<file path="src/rtl/bcd_operand_regfile.sv">
// bcd_operand_regfile: keypad BCD entry buffer, multi-cycle BCD-to-binary commit into a register file, two registered read ports
//   CLK, RST                   clock, synchronous active-high reset
//   key_valid/key_digit        digit strobe and BCD digit (10..15 ignored)
//   key_bksp, key_clr          delete last digit, clear buffer
//   commit, wr_addr            convert buffer and write RF[wr_addr]
//   rd_addr_a/b, dout_a/b      registered read ports (1-cycle latency, no write-through)
//   dis_digits, dig_count      entry buffer contents and digit count
//   entry_full, busy, done, ovf status; ovf qualifies done (result saturated)
module bcd_operand_regfile #(
  parameter int NDIG = 4,
  parameter int DW = 16,
  parameter int AW = 2,
  localparam int CW = $clog2(NDIG + 1)
) (
  input  logic              CLK,
  input  logic              RST,
  input  logic              key_valid,
  input  logic [3:0]        key_digit,
  input  logic              key_bksp,
  input  logic              key_clr,
  input  logic              commit,
  input  logic [AW-1:0]     wr_addr,
  input  logic [AW-1:0]     rd_addr_a,
  input  logic [AW-1:0]     rd_addr_b,
  output logic [DW-1:0]     dout_a,
  output logic [DW-1:0]     dout_b,
  output logic [4*NDIG-1:0] dis_digits,
  output logic [CW-1:0]     dig_count,
  output logic              entry_full,
  output logic              busy,
  output logic              done,
  output logic              ovf
);
  localparam int NREG = 2 ** AW;
  typedef enum logic [1:0] {IDLE, CONV, WRITE} state_t;
  state_t state_q, state_d;
  logic [4*NDIG-1:0] buf_q, buf_d, sh_q, sh_d;
  logic [CW-1:0] cnt_q, cnt_d, step_q, step_d;
  logic [AW-1:0] waddr_q, waddr_d;
  logic [DW+3:0] acc_q, acc_d;
  logic ovfi_q, ovfi_d, we;
  logic [DW-1:0] rf_q [NREG];
  logic [DW-1:0] dout_a_q, dout_b_q;
  logic done_q, ovf_q;
  assign entry_full = cnt_q == CW'(NDIG);
  always_comb begin
    state_d = state_q;
    buf_d = buf_q;
    cnt_d = cnt_q;
    sh_d = sh_q;
    step_d = step_q;
    waddr_d = waddr_q;
    acc_d = acc_q;
    ovfi_d = ovfi_q;
    we = 1'b0;
    case (state_q)
      IDLE:
        if (commit) begin
          state_d = CONV;
          waddr_d = wr_addr;
          sh_d = buf_q;
          step_d = '0;
          acc_d = '0;
          ovfi_d = 1'b0;
        end else if (key_clr) begin
          buf_d = '0;
          cnt_d = '0;
        end else if (key_bksp) begin
          buf_d = cnt_q != '0 ? buf_q >> 4 : buf_q;
          cnt_d = cnt_q != '0 ? cnt_q - 1'b1 : cnt_q;
        end else if (key_valid && key_digit <= 4'd9 && !entry_full) begin
          buf_d = (buf_q << 4) | (4*NDIG)'(key_digit);
          cnt_d = cnt_q + 1'b1;
        end
      CONV: begin
        // The shift copy presents the most-significant remaining digit at the top nibble.
        acc_d = acc_q * (DW+4)'(10) + (DW+4)'(sh_q[4*NDIG-1 -: 4]);
        ovfi_d = ovfi_q | (|acc_d[DW+3:DW]);
        sh_d = sh_q << 4;
        step_d = step_q + 1'b1;
        state_d = step_q == CW'(NDIG - 1) ? WRITE : CONV;
      end
      WRITE: begin
        we = 1'b1;
        buf_d = '0;
        cnt_d = '0;
        state_d = IDLE;
      end
      default: state_d = IDLE;
    endcase
  end
  always_ff @(posedge CLK) begin
    if (RST) begin
      state_q <= IDLE;
      buf_q <= '0;
      cnt_q <= '0;
      sh_q <= '0;
      step_q <= '0;
      waddr_q <= '0;
      acc_q <= '0;
      ovfi_q <= 1'b0;
      done_q <= 1'b0;
      ovf_q <= 1'b0;
      dout_a_q <= '0;
      dout_b_q <= '0;
      for (int i = 0; i < NREG; i++) rf_q[i] <= '0;
    end else begin
      state_q <= state_d;
      buf_q <= buf_d;
      cnt_q <= cnt_d;
      sh_q <= sh_d;
      step_q <= step_d;
      waddr_q <= waddr_d;
      acc_q <= acc_d;
      ovfi_q <= ovfi_d;
      done_q <= we;
      ovf_q <= we & ovfi_q;
      // Reads sample the array before this edge's write, so no write-through.
      dout_a_q <= rf_q[rd_addr_a];
      dout_b_q <= rf_q[rd_addr_b];
      if (we) rf_q[waddr_q] <= ovfi_q ? '1 : acc_q[DW-1:0];
    end
  end
  assign dout_a = dout_a_q;
  assign dout_b = dout_b_q;
  assign dis_digits = buf_q;
  assign dig_count = cnt_q;
  assign busy = state_q != IDLE;
  assign done = done_q;
  assign ovf = ovf_q;
endmodule
</file>
<file path="config.mk">
export PLATFORM = sky130hd
export DESIGN_NAME = bcd_operand_regfile
export DESIGN_NICKNAME = d
export VERILOG_FILES = /design/src/rtl/bcd_operand_regfile.sv
export SDC_FILE = /design/constraint.sdc
export NUM_CORES = 1
export LEC_CHECK = 0
export ABC_AREA = 1
export CORE_UTILIZATION = 47
export DETAILED_ROUTE_END_ITERATION = 7
export GPL_TIMING_DRIVEN = 0
export PLACE_DENSITY = 0.67
export SLEW_MARGIN = 15
export SYNTH_ARGS = -nofsm -noshare
export SYNTH_HDL_FRONTEND = slang
export SYNTH_SLANG_ARGS = --single-unit
</file>
<file path="constraint.sdc">
create_clock -name CLK -period 3.45 [get_ports CLK]
set_input_delay 0.5175 -clock CLK [delete_from_list [all_inputs] [get_ports CLK]]
set_output_delay 0.5175 -clock CLK [all_outputs]
set_load 0.005 [all_outputs]
</file>
### Yosys cells after proc, flatten, opt, wreduce, memory -nomap -nowiden

Memory sizes are Yosys's and may differ from the RTL's. A register that Yosys moved wholly into a read port is not among the register bits.
Cells that the tools add are included.

* reduce and logical (&&, ||, !) cells: 13
* order comparisons: 1
* bitwise gates (word level): 3
* $add $sub $neg: 4
* equality and inequality tests: 8
* muxes and demuxes: 33
* div/mod/pow operators: 0
* shift-type cells: 0
* $mul: 1

Operator list (count)
* $mux 16: 8
* $pmux 16 s2: 2
* $pmux 20 s2: 1
* $add 20x4->20: 1
* $mul 20x3->19 const B: 1
* $mux 20: 1
* $mux 3: 6
* $or 16x4->16: 1
* $reduce_or 16->1: 1
* $pmux 3 s2: 2
* $mux 1: 8
* $ne 4x4->1 const B: 2
* $add 3x1->3 const B: 2
* $mux 2: 3
* $reduce_bool 2->1: 3
* $le 4x4->1 const B: 1
* $ne 2x2->1 const B: 2
* $pmux 2 s2: 1
* $reduce_and 2->1: 2
* $reduce_and 4->1: 1
* $reduce_or 4->1: 1
* $eq 3x2->1 const B: 1
* $eq 3x3->1 const B: 1
* $reduce_bool 3->1: 1
* other kinds (9): 10

* output and inout bits: 55
* RAM bits: 64
* input port bits: 16
* word-level logic and storage cells: 74
* bits in read-only memories: 0
* flip-flop bits (word level): 65
* bits in latches: 0
* memories kept: 1

Memory list
* rf_q: depth 4, bits a word 16, read ports 2, clocked after memory_dff 2, write ports 4, RTL line 42 `logic [DW-1:0] rf_q [NREG];`

### Depth between registers and ports, before layout

* depth in word-level cells: 8
* gate-level depth with buffers: 22
* depth with buffers taken out: 21

### Worst setup path after synthesis

No wires, ideal clock.

* path type: register to register
* from: reg acc_q[1]
* to: reg ovfi_q
* data arrival time: 2.679 ns
* buffers on the path: 0
* required time: 3.323 ns
* setup slack: 0.644 ns
* cell stages (with the launch flop): 21
* period minus slack after synthesis: 2.806 ns
* library setup time: 0.127 ns
* path through: dfxtp_1 > ha_1 > ha_1 > fa_1 > nand2_1 > nor2_1 > nand2_1 > nand2_1 > nand2_1 > nor2_2 > inv_2 > nor2_4 > nand2_4 > nor2_4 > nand3_1 > nand2_1 > nand2_1 > nor2_1 > nand2_1 > nand2_1 > a21oi_2

* word-level cells in the longest chain between the ends: 5

Ends and longest elaborated chain
* start, declared: RTL line 40 `logic [DW+3:0] acc_q, acc_d;`
* start signal, assigned: RTL line 100 `acc_q <= '0;`
* start signal, assigned: RTL line 114 `acc_q <= acc_d;`
* $mul 20x3->19: RTL line 77 `acc_d = acc_q * (DW+4)'(10) + (DW+4)'(sh_q[4*NDIG-1 -: 4]);`
* $add 20x4->20: RTL line 77
* $reduce_or 4->1: RTL line 78 `ovfi_d = ovfi_q | (|acc_d[DW+3:DW]);`
* $or 1x1->1: RTL line 78
* $pmux 1 s2: RTL line 56 `case (state_q)`
* end signal, assigned: RTL line 115 `ovfi_q <= ovfi_d;`
* end, declared: RTL line 41 `logic ovfi_q, ovfi_d, we;`

Every way passes these cells.
A chain may end at the register's enable or synchronous reset.

### Final worst setup path

Ends and elaborated chain as after synthesis.

==> flow_summary_export.csv <==
group,metric,value,unit
drt,ant_nets,0,
power,p_total,4.45,mW
yosys,synth_edf_count,64,
drt,wl_per_cell,15.2,um
final_layout,final_nets,1208,
final_layout,layout_commonest_cell,"nand2_1",
worst_setup_path,end_kind,"register",
floorplanning,pin_count,71,
final_layout,area_growth,18.4,%
cts,cts_hold_buf,0,
timing,setup_viol,0,
outcome,status,"complete, no violations",
worst_setup_path,worstReg2RegEnd,"ovfi_q",
final_layout,fin_cells,1391,
worst_setup_path,start_kind,"register",
global_routing,antenna_found_initial,0,
place,hpwl,16400,um
yosys,syn_avg_cell_area,7.93,um^2
timing,drv_slew,0,
global_routing,grt_remaining_overflow,0,
timing,fmax,0.320,GHz
place,io_buffers,68,
cts,clockBufferDepth,2,
cts,clk_pin_slew,0.07,ns
drt,vias_per_cell,5.38,
global_routing,grt_max_degree,17,
floorplanning,num_rows,48,
drt,drt-pass1-iter-count,6,
hold_path,hp-class,"register to register",
timing,fin_tns_setup,0,ns
global_routing,grt_pass1_vias,6912,
yosys,ys_types,46,
worst_setup_path,rrSetupSlack,0.33,ns
floorplanning,dieWidth,136,um
hold_path,hold_path_depth,2,
place,dp_slack,0.296,ns
worst_setup_path,critPathMaxFanout,5,
worst_setup_path,r2r-start,"acc_q[1]",
global_routing,track_usage,23.7,%
timing,slew_headroom,43.5,%
worst_setup_path,required,3.75,ns
run,maxCapViolCount,0,
hold_path,whs_endpoint,"sh_q[2]",
yosys,ys_seq_area_share,45.5,%
final_layout,drive_gt1_share,7.38,%
worst_setup_path,cp.arrival,3.42,ns
yosys,postSynthCellCount,1066,
floorplanning,die_h,136,um
cts,cts_sinks,160,
yosys,syn-num-nets,1121,
place,dp_cells,1359,
drt,drt-initial-drc-count,578,
final_layout,n_antenna_cell,0,
worst_setup_path,reg2reg_depth,20,
timing,hold_viol,0,
hold_path,holdCritStartpoint,"sh_q[2]",
cts,h-tree-depth,4,
power,ir_worst_vdd,0.397,mV
cts,numCtsBuffers,17,
drt,drc,0,
drt,dr_total_vias,7486,
timing,skew,0.0147,ns
timing,rsz0062_at_grt,"no",
yosys,ys_async_sr_fraction,0,%
final_layout,final_cell_mix,"230 x nand2_1, 126 x a21oi_1, 101 x nor2_1",
power,power_density,444,nW/um^2
power,p_leak,4.01,nW
timing,fin_ws,0.325,ns
yosys,synthFlopType,"dfxtp_1",
cts,clockRootBuffer,"clkbuf_16",
yosys,ys_seq_elements,160,
timing,tightest_slew,0.848,ns
cts,cts_tree,"done",
yosys,ys_warn_count,0,
worst_setup_path,critPathKind,"register to register",
yosys,synth_area,8450,um^2
timing,period_share,90.6,%
floorplanning,start_util,48.5,%
timing,period_needed,3.12,ns
cts,cts_resized,0,
cts,postCtsSetupRepairBufs,0,
floorplanning,dieArea,18500,um^2
floorplanning,core_area,17400,um^2
place,gp_congestion,0.917,
drt,wirelength,21100,um
global_routing,grt_first_pass_wirelength,34200,um
cts,clk-insertion-delay-late,0.42,ns
==> sequential cells by signal, summed over array words and instances, names as in the netlist <==
| register | count |
|---|---|
| state_q | 2 |
| waddr_q | 2 |
| ovf | 1 |
| dis_digits | 16 |
| rf_q | 64 |
| step_q | 3 |
| dout_a | 16 |
| dig_count | 3 |
| done | 1 |
| sh_q | 16 |
| ovfi_q | 1 |
| dout_b | 16 |
| acc_q | 19 |
==> routing by layer <==
layer  up-vias  routed length (um)  part of all wire, %  global-route usage (%)
met5         -                   0                    0                       0
met4         0                 391                  1.9                    8.33
met3        34                1120                  5.3                    3.88
met2       239                9830                   47                    38.5
met1      3439                9770                   46                    31.7
li1       3774                   -                    -                       -
==> synthesized netlist by cell type, drive strengths merged (2+ instances only) <==
master	count	area, um^2
a211oi	8	60.1
a21oi	128	648
a31oi	17	106
and2	2	12.5
buf	15	80.1
clkbuf	37	149
clkinv	4	15.0
dfxtp	96	1920
edfxtp	64	1920
fa	3	60.1
ha	36	450
inv	106	398
nand2	249	992
nand3	40	243
nand3b	2	15.0
nand4	9	56.3
nor2	112	477
nor3	20	100
o2111ai	4	35.0
o211ai	32	240
o21ai	67	335
or2	2	12.5
xnor2	3	26.3
xor2	3	33.8
==> cells by family after synthesis <==
logic type | Yosys count | share of synthesized area, %
xor+xnor | 6 | 0.711
flops | 160 | 45.5
compound gates | 261 | 17.4
fa+ha+maj | 39 | 6.04
buf+inv | 163 | 7.70
simple gates | 437 | 22.7
==> worst max-delay path, stage by stage, from the launching register on <==
cell and delay (ns):
dfxtp_1 0.45, ha_1 0.28, ha_1 0.25, fa_1 0.58
nand2_1 0.09, nor2_1 0.10, nand2_1 0.06, nand2_1 0.09
nand2_1 0.07, nor2_2 0.16, inv_2 0.07, nor2_4 0.14
nand2_4 0.07, nor2_4 0.11, nand3_1 0.11, nand2_1 0.08
nand2_1 0.04, nor2_1 0.07, nand2_1 0.05, nand2_1 0.07
a21oi_2 0.05
==> area by class of cell <==
| cell class | count | area (um^2) |
|---|---|---|
| well taps | 225 | 282 |
| multi-input cells | 743 | 3970 |
| clock inverters | 11 | 128 |
| clock buffers | 21 | 450 |
| repair buffers | 68 | 681 |
| plain buffers | 53 | 238 |
| inverters | 110 | 413 |
| fillers | 1684 | 7410 |
| flip-flops and latches | 160 | 3840 |
==> how the worst max path moves through the flow <==
stage	start	to	slack (ns)	cells past startpoint
2_1_floorplan	acc_q[1]	ovfi_q	0.64	20
3_3_place_gp	RST	rf_q[1][9]	0.32	4
3_5_place_dp	acc_q[1]	ovfi_q	0.30	20
6_report	acc_q[1]	ovfi_q	0.33	20
5_1_grt	acc_q[1]	ovfi_q	0.03	20
4_1_cts	acc_q[1]	ovfi_q	0.30	20
==> where the power goes <==
group / total [mW] / switching [mW] / internal (mW)
Sequential: 2.11 / 0.0536 / 2.05
Clock: 1.85 / 0.759 / 1.09
Combinational: 0.483 / 0.287 / 0.196
Total: 4.45 / 1.10 / 3.34
==> stage by stage <==
| step | utilization [%] | hold slack, ns | instance area [um^2] |
|---|---|---|---|
| 6_report | 57.4 | 0.465 | 10000 |
| 5_1_grt | 57.4 | 0.488 | 10000 |
| 4_1_cts | 57.4 | 0.468 | 10000 |
| 3_5_place_dp | 54.1 | 0.458 | 9430 |
| 3_3_place_gp | 54.0 | 0.449 | 9410 |
| 2_1_floorplan | - | 0.429 | 8450 |
(Power assumes the default switching activity.)
